$ cat config.mk
export PLATFORM = sky130hd
export DESIGN_NAME = matvec_operand_loader
export DESIGN_NICKNAME = d
export VERILOG_FILES = /design/src/rtl/matvec_operand_loader.sv
export SDC_FILE = /design/constraint.sdc
export NUM_CORES = 1
export LEC_CHECK = 0
export BUFFER_PORTS_ARGS = -buffer_cell sky130_fd_sc_hd__buf_4
export CELL_PAD_IN_SITES_DETAIL_PLACEMENT = 0
export CELL_PAD_IN_SITES_GLOBAL_PLACEMENT = 1
export CORE_AREA = 2 2 269 271
export DETAILED_ROUTE_END_ITERATION = 8
export DIE_AREA = 0 0 271 273
export PLACE_DENSITY_LB_ADDON = 0.1
export SLEW_MARGIN = 0
export SYNTH_ARGS = -nofsm -noshare
export SYNTH_HDL_FRONTEND = slang
export SYNTH_SLANG_ARGS = --single-unit
$ cat constraint.sdc
create_clock -name clk -period 3.1 [get_ports clk]
set_input_delay 0.465 -clock clk [delete_from_list [all_inputs] [get_ports clk]]
set_output_delay 0.465 -clock clk [all_outputs]
set_load 0.005 [all_outputs]
$ cat src/rtl/matvec_operand_loader.sv
// Stream-to-parallel operand loader for matrix_vector_prod_seq.
// Collects header, optional 4x4 matrix and 4-element vector, then holds them until the product stage takes them.
module matvec_operand_loader #(
  parameter int DATA_W = 32,
  parameter int N      = 4
) (
  input  logic                      clk,
  input  logic                      rst,
  input  logic [DATA_W-1:0]         i_data,
  input  logic                      i_valid,
  output logic                      i_ready,
  output logic [N*N*DATA_W-1:0]     o_matrix,
  output logic [N*DATA_W-1:0]       o_vector,
  output logic                      o_valid,
  input  logic                      o_ready,
  output logic                      o_mat_loaded,
  output logic [1:0]                dbg_state,
  output logic [3:0]                dbg_cnt
);

  // Handshakes: a word moves when i_valid && i_ready at a rising edge; operands
  // move when o_valid && o_ready. o_valid never drops without a handshake and
  // o_matrix/o_vector do not change while o_valid is high.

  localparam int MAT_WORDS = N * N;
  localparam logic [3:0] MAT_LAST = 4'(MAT_WORDS - 1);
  localparam logic [3:0] VEC_LAST = 4'(N - 1);

  typedef enum logic [1:0] {
    HEADER  = 2'd0,
    MATRIX  = 2'd1,
    VECTOR  = 2'd2,
    PRESENT = 2'd3
  } state_t;

  state_t                   state;
  logic [3:0]               cnt;
  logic [MAT_WORDS*DATA_W-1:0] mat_q;
  logic [N*DATA_W-1:0]      vec_q;
  logic                     valid_q;
  logic                     loaded_q;
  logic                     xfer;

  // Ready depends only on state and reset, never on i_valid or o_ready.
  assign i_ready = rst && (state != PRESENT);
  assign xfer    = i_valid && i_ready;

  always_ff @(posedge clk) begin
    if (!rst) begin
      state    <= HEADER;
      cnt      <= 4'd0;
      mat_q    <= '0;
      vec_q    <= '0;
      valid_q  <= 1'b0;
      loaded_q <= 1'b0;
    end else begin
      case (state)
        HEADER: begin
          if (xfer) begin
            cnt   <= 4'd0;
            state <= i_data[0] ? MATRIX : VECTOR;
          end
        end
        MATRIX: begin
          if (xfer) begin
            mat_q[cnt*DATA_W +: DATA_W] <= i_data;
            if (cnt == MAT_LAST) begin
              cnt      <= 4'd0;
              loaded_q <= 1'b1;
              state    <= VECTOR;
            end else begin
              cnt <= cnt + 4'd1;
            end
          end
        end
        VECTOR: begin
          if (xfer) begin
            vec_q[cnt[1:0]*DATA_W +: DATA_W] <= i_data;
            if (cnt == VEC_LAST) begin
              valid_q <= 1'b1;
              state   <= PRESENT;
            end else begin
              cnt <= cnt + 4'd1;
            end
          end
        end
        PRESENT: begin
          if (o_ready) begin
            valid_q <= 1'b0;
            state   <= HEADER;
          end
        end
        default: state <= HEADER;
      endcase
    end
  end

  assign o_matrix     = mat_q;
  assign o_vector     = vec_q;
  assign o_valid      = valid_q;
  assign o_mat_loaded = loaded_q;
  assign dbg_state    = state;
  assign dbg_cnt      = cnt;

endmodule

Word-level counts from Yosys, hierarchy flattened

Cells that the tools add are included.

Register bits: 648
Bits in latches: 0
Bits in writable memories: 0
ROM bits: 0
Input port bits: 36
Memories: 0

Add/subtract/negate cells: 3
Multipliers: 0
Divide/modulo/power cells: 0
Magnitude comparators: 0
Eq/ne operators: 13
Shift operators: 4
Mux-type cells: 20
Bitwise gates (word level): 0
Reduce and logical (&&, ||, !) cells: 11

Operators by type and width:

| operator                                                                  | number |
|---|---|
| 512-bit bitwise mux                                                       | 1 |
| 32-bit by 34-bit variable shift with 512-bit output, first input constant | 1 |
| 32-bit by 34-bit variable part select with 512-bit output                 | 1 |
| 128-bit bitwise mux                                                       | 1 |
| 32-bit by 34-bit variable shift with 128-bit output, first input constant | 1 |
| 32-bit by 34-bit variable part select with 128-bit output                 | 1 |
| 7-bit negator with 34-bit output                                          | 1 |
| 9-bit negator with 34-bit output                                          | 1 |
| 4-bit two-way mux                                                         | 5 |
| 2-bit != test, second input constant                                      | 8 |
| 2-bit two-way mux                                                         | 7 |
| 4-bit one-hot mux with 3 select lines                                     | 1 |
| 2-bit one-hot mux with 4 select lines                                     | 1 |
| 6-bit AND reduction                                                       | 1 |
| 5-bit AND reduction                                                       | 1 |
| 4-bit by 1-bit adder with 4-bit output, second input constant             | 1 |
| 2-bit == test, second input constant                                      | 2 |
| 4-bit by 2-bit == test with 1-bit output, second input constant           | 1 |
| 4-bit == test, second input constant                                      | 1 |
| 2-bit AND reduction                                                       | 2 |
| 4-bit AND reduction                                                       | 1 |
| 1-bit two-way mux                                                         | 3 |
| 3-bit AND reduction                                                       | 1 |
| 3-bit nonzero test                                                        | 1 |
| 5 further kinds                                                           | 6 |

Logic depth before layout (Yosys ltp)

Word-level depth: 5
Depth in mapped cells: 11

Worst setup path after synthesis

OpenSTA, ideal clock, no wires.

Path kind: flip-flop to flip-flop
Start: reg cnt[0] (netlist: dbg_cnt[0])
End: reg mat_q[351] (netlist: o_matrix[351])
Setup time: 0.072 ns
Data arrival time: 2.590 ns
Data required time: 3.028 ns
Slack: 0.439 ns
Stages on the path, launching flop included: 11
Clock period less this slack: 2.661 ns
Path through: dfxtp_1 -> clkbuf_1 -> clkbuf_1 -> nor3_1 -> ha_1 -> nor2b_1 -> clkbuf_1 -> nand3_1 -> nor2_2 -> buf_4 -> mux2i_1

Cells in the longest elaborated chain, start to end: 3
Elaborated cells between the ends (all ways): 4

RTL lines:

| item                                                                                                                             | line | RTL |
|---|---|---|
| start, declared                                                                                                                  | 37   | `logic [3:0] cnt;` |
| start signal, assigned                                                                                                           | 72   | `cnt <= cnt + 4'd1;` |
| start signal, assigned                                                                                                           | 83   | `cnt <= cnt + 4'd1;` |
| 9-bit negator with 34-bit output *                                                                                               | 66   | `mat_q[cnt*DATA_W +: DATA_W] <= i_data;` |
| 32-bit by 34-bit variable part select with 512-bit output or 32-bit by 34-bit variable shift with 512-bit output (tied branches) | 66   |  |
| 512-bit bitwise mux *                                                                                                            | 66   |  |
| end signal, assigned by index                                                                                                    | 66   |  |
| end, declared                                                                                                                    | 38   | `logic [MAT_WORDS*DATA_W-1:0] mat_q;` |

Mark *: on every way between the ends. The rest lies on a longest branch, timed or not.
A chain may end at the register's enable or synchronous reset.

Final worst setup path

Start: reg cnt[0] (netlist: dbg_cnt[0])
End: reg mat_q[256] (netlist: o_matrix[256])

The elaborated chain is that of the path after synthesis.

==> impl_metrics.yaml <==
critical_path:
  path_max_fanout: 33
  crit_path_start_kind: "flop"
  max_stage_delay_ns: 0.70
  critPathRequiredTime_ns: 3.62
  crit_chain: "inv_1, ha_2, and2b_1, o211ai_4, buf_12, o21ai_0, a21oi_1"
  cp-end-kind: "flop"
  critPathKind: "flop to flop"
  arrival_ns: 3.09
  slowest_stage: "o211ai_4"
clock_tree:
  cts-root-buf: "clkbuf_16"
  clkTransAtPathRegs_ns: 0.06
  htree_num_levels: 3
  cts.repair.resized: 0
  postCtsSetupBuffers: 0
  clockBufferDepth: 3
  ctsHoldBuffers: 0
  cts_tree: "yes"
  cts.sinks: 648
  cts_inserted_buffers: 74
  clock_latency_ns: 0.62
layout:
  multi_input_area_mm2: 0.0111
  register_area_mm2: 0.0130
  fin_cells: 4540
  fill_cells: 6947
  syn2layout_area_growth_pct: 32.1
  design_area_mm2: 0.0334
  drive_gt1_share_pct: 24.9
  nNetsFinal: 3588
status:
  status: "finished clean"
synth:
  synth_top_family_by_area: "simple AND/OR/NAND/NOR gates"
  synth_edf_count: 0
  synth_warnings: 0
  synth_ff_type: "dfxtp_1"
  synth-simple-area-share_pct: 22.0
  syn-cell-area_mm2: 0.0253
  async_flop_share_pct: 0
  ys_seq_elements: 648
  syn-num-nets: 3091
  yosys.area_share.adder_pct: 0.544
  syn_inst: 3044
  netlist-cell-type-count: 52
  synth_xor_area_share_pct: 0.129
  syn_avg_cell_area_um2: 8.31
  yosysSeqAreaShare_pct: 51.3
  synth.area.mux_share_pct: 6.41
  synth_compound_area_share_pct: 14.1
sta:
  maxSlewViolCount: 0
  period_share_pct: 82.7
  setup_viol_count_final: 0
  timing.fmax_mhz: 390
  finClkSkew_ns: 0.0269
  rsz0062_at_grt: "false"
  period_needed_ns: 2.56
  fin_tns_setup_ns: 0
  relSlewSlack_pct: 36.6
  whs_ns: 0.245
  final_hold_viol_count: 0
  worstMarginPinSlew_ns: 0.949
grt:
  grt-ovfl-total: 0
  grt_pass1_wl_mm: 167
  grt_use_total_pct: 30.2
  grt_max_degree: 170
  antenna_found_initial: 6
  grt_pass1_vias: 23625
power:
  switching_share_pct: 25.1
  p_sw_w: 0.00458
  internal_power_w: 0.0137
  pwr-share-clk_pct: 46.5
  seqPwrFrac_pct: 46.2
  ir_drop_v: 0.000454
  p_leak_nw: 12.9
  comb_power_share_pct: 7.3
  powerDensity_mw_per_mm2: 546
  total_power_w: 0.0182
die:
  row_count: 98
  initial_utilization_pct: 35.6
  top_level_ports: 685
  die_y_um: 273
  dieWidth_um: 271
  core-area_mm2: 0.0710
  die-area_mm2: 0.0740
job:
  drv_cap: 0
routing:
  detail_route.first_pass.iterations: 6
  wire_per_inst_um: 26.0
  drtAntennaViolNets: 0
  drc_errors: 0
  vias: 25318
  wl_mm: 118
  first_iter_violations: 2590
  avgViaCountPerCell: 5.58
placed_design:
  gp_congestion: 0.841
  port_buffers: 684
  post_dp_cell_area_mm2: 0.0311
  hpwl_mm: 75.5
  dp.cells: 4415
min_path:
  hp-class: "primary input to flop"
-- placed cells by master, fill, tap and decap left out, drive strengths merged, types with 2 or more instances in the layout --
cell and n:
a21oi 485, and2 15, and3 34, and3b 3
and4b 2, buf 746, bufinv 2, clkbuf 110
clkinv 8, dfxtp 648, diode 3, ha 11
inv 14, mux2i 162, nand2 640, nand2b 4
nand3 299, nand3b 2, nand4 143, nor2 13
nor2b 3, nor3 11, nor4 8, o2111a 3
o2111ai 3, o211ai 3, o21ai 198
-- critical path, delay by kind of cell (launching register included) --
kind                       cells  cell delay (ns)
buffers and inverters          2             0.43
AOI/OAI and AO/OA              3             0.99
and+or+nand+nor                1             0.29
DFF                            1             0.32
adders and majority gates      1             0.43
-- sequential cells by signal (all words and copies together) (netlist names) --
name	flops
o_matrix	512
dbg_state	2
o_valid	1
o_vector	128
o_mat_loaded	1
dbg_cnt	4
-- power by group through the flow --
stage	registers [W]	clock network (W)	logic (W)
final	0.00843	0.00848	0.00132
after global routing	0.00843	0.00895	0.00139
after CTS	0.00843	0.00863	0.00131
after detailed placement	0.00861	0	0.00131
after global placement	0.00861	0	0.00129
after floorplan	0.00861	0	0.000675
-- per-stage QoR --
step                      util [%]  setup WS, ns
final                         47.0         0.535
after global placement        43.8         0.642
after CTS                     47.0         0.542
after detailed placement      43.8         0.561
after global routing          47.0         0.328
after floorplan                  -         0.439
-- cell families (layout without fill, tap and decap cells) --
family | count (synthesis) | after routing
buf+inv | 338 | 881
xor+xnor | 2 | 2
other cells | 0 | 3
simple gates | 1185 | 1185
fa+ha+maj | 11 | 11
compound gates | 698 | 698
flops | 648 | 648
mux | 162 | 162
-- cell usage after synthesis (all sizes together), types with 2 or more instances --
| library cell | n | area (um2) |
|---|---|---|
| dfxtp | 648 | 13000 |
| nand2 | 640 | 2400 |
| a21oi | 485 | 2430 |
| nand3 | 299 | 1500 |
| clkbuf | 250 | 940 |
| o21ai | 198 | 991 |
| mux2i | 162 | 1620 |
| nand4 | 143 | 895 |
| buf | 75 | 413 |
| and3 | 34 | 213 |
| and2 | 15 | 93.8 |
| inv | 13 | 48.8 |
| nor2 | 13 | 51.3 |
| ha | 11 | 138 |
| nor3 | 11 | 80.1 |
| nor4 | 8 | 120 |
| nand2b | 4 | 25.0 |
| and3b | 3 | 26.3 |
| nor2b | 3 | 18.8 |
| o2111a | 3 | 33.8 |
| o2111ai | 3 | 26.3 |
| o211ai | 3 | 27.5 |
| and4b | 2 | 20.0 |
| nand3b | 2 | 18.8 |
-- area by class of cell --
| class | count | area share (%) |
|---|---|---|
| repair buffers | 746 | 17.3 |
| clock inverters | 12 | 0.382 |
| clock buffers | 110 | 6.47 |
| diodes | 3 | 0.0225 |
| inverters | 13 | 0.169 |
| multi-input cells | 2058 | 33.2 |
| well taps | 950 | 3.56 |
| flip-flops and latches | 648 | 38.8 |
-- per-layer routing --
metal	wire (um)	GRT usage, %
met1	47900	38.3
met2	56000	49.6
met3	10500	8.14
met4	3760	10.6
met5	0	0
-- worst paths after layout --
| path | from | cells after the start | to | slack [ns] |
|---|---|---|---|---|
| worst max-delay path | dbg_cnt[0] | 7 | o_matrix[256] | 0.54 |
| worst min-delay path | i_valid | 3 | o_mat_loaded | 0.24 |
| worst max register to register | dbg_cnt[0] | 7 | o_matrix[256] | 0.54 |
| worst min register to register | o_vector[23] | 2 | o_vector[23] | 0.45 |
Power figures use the tool's default switching activity.
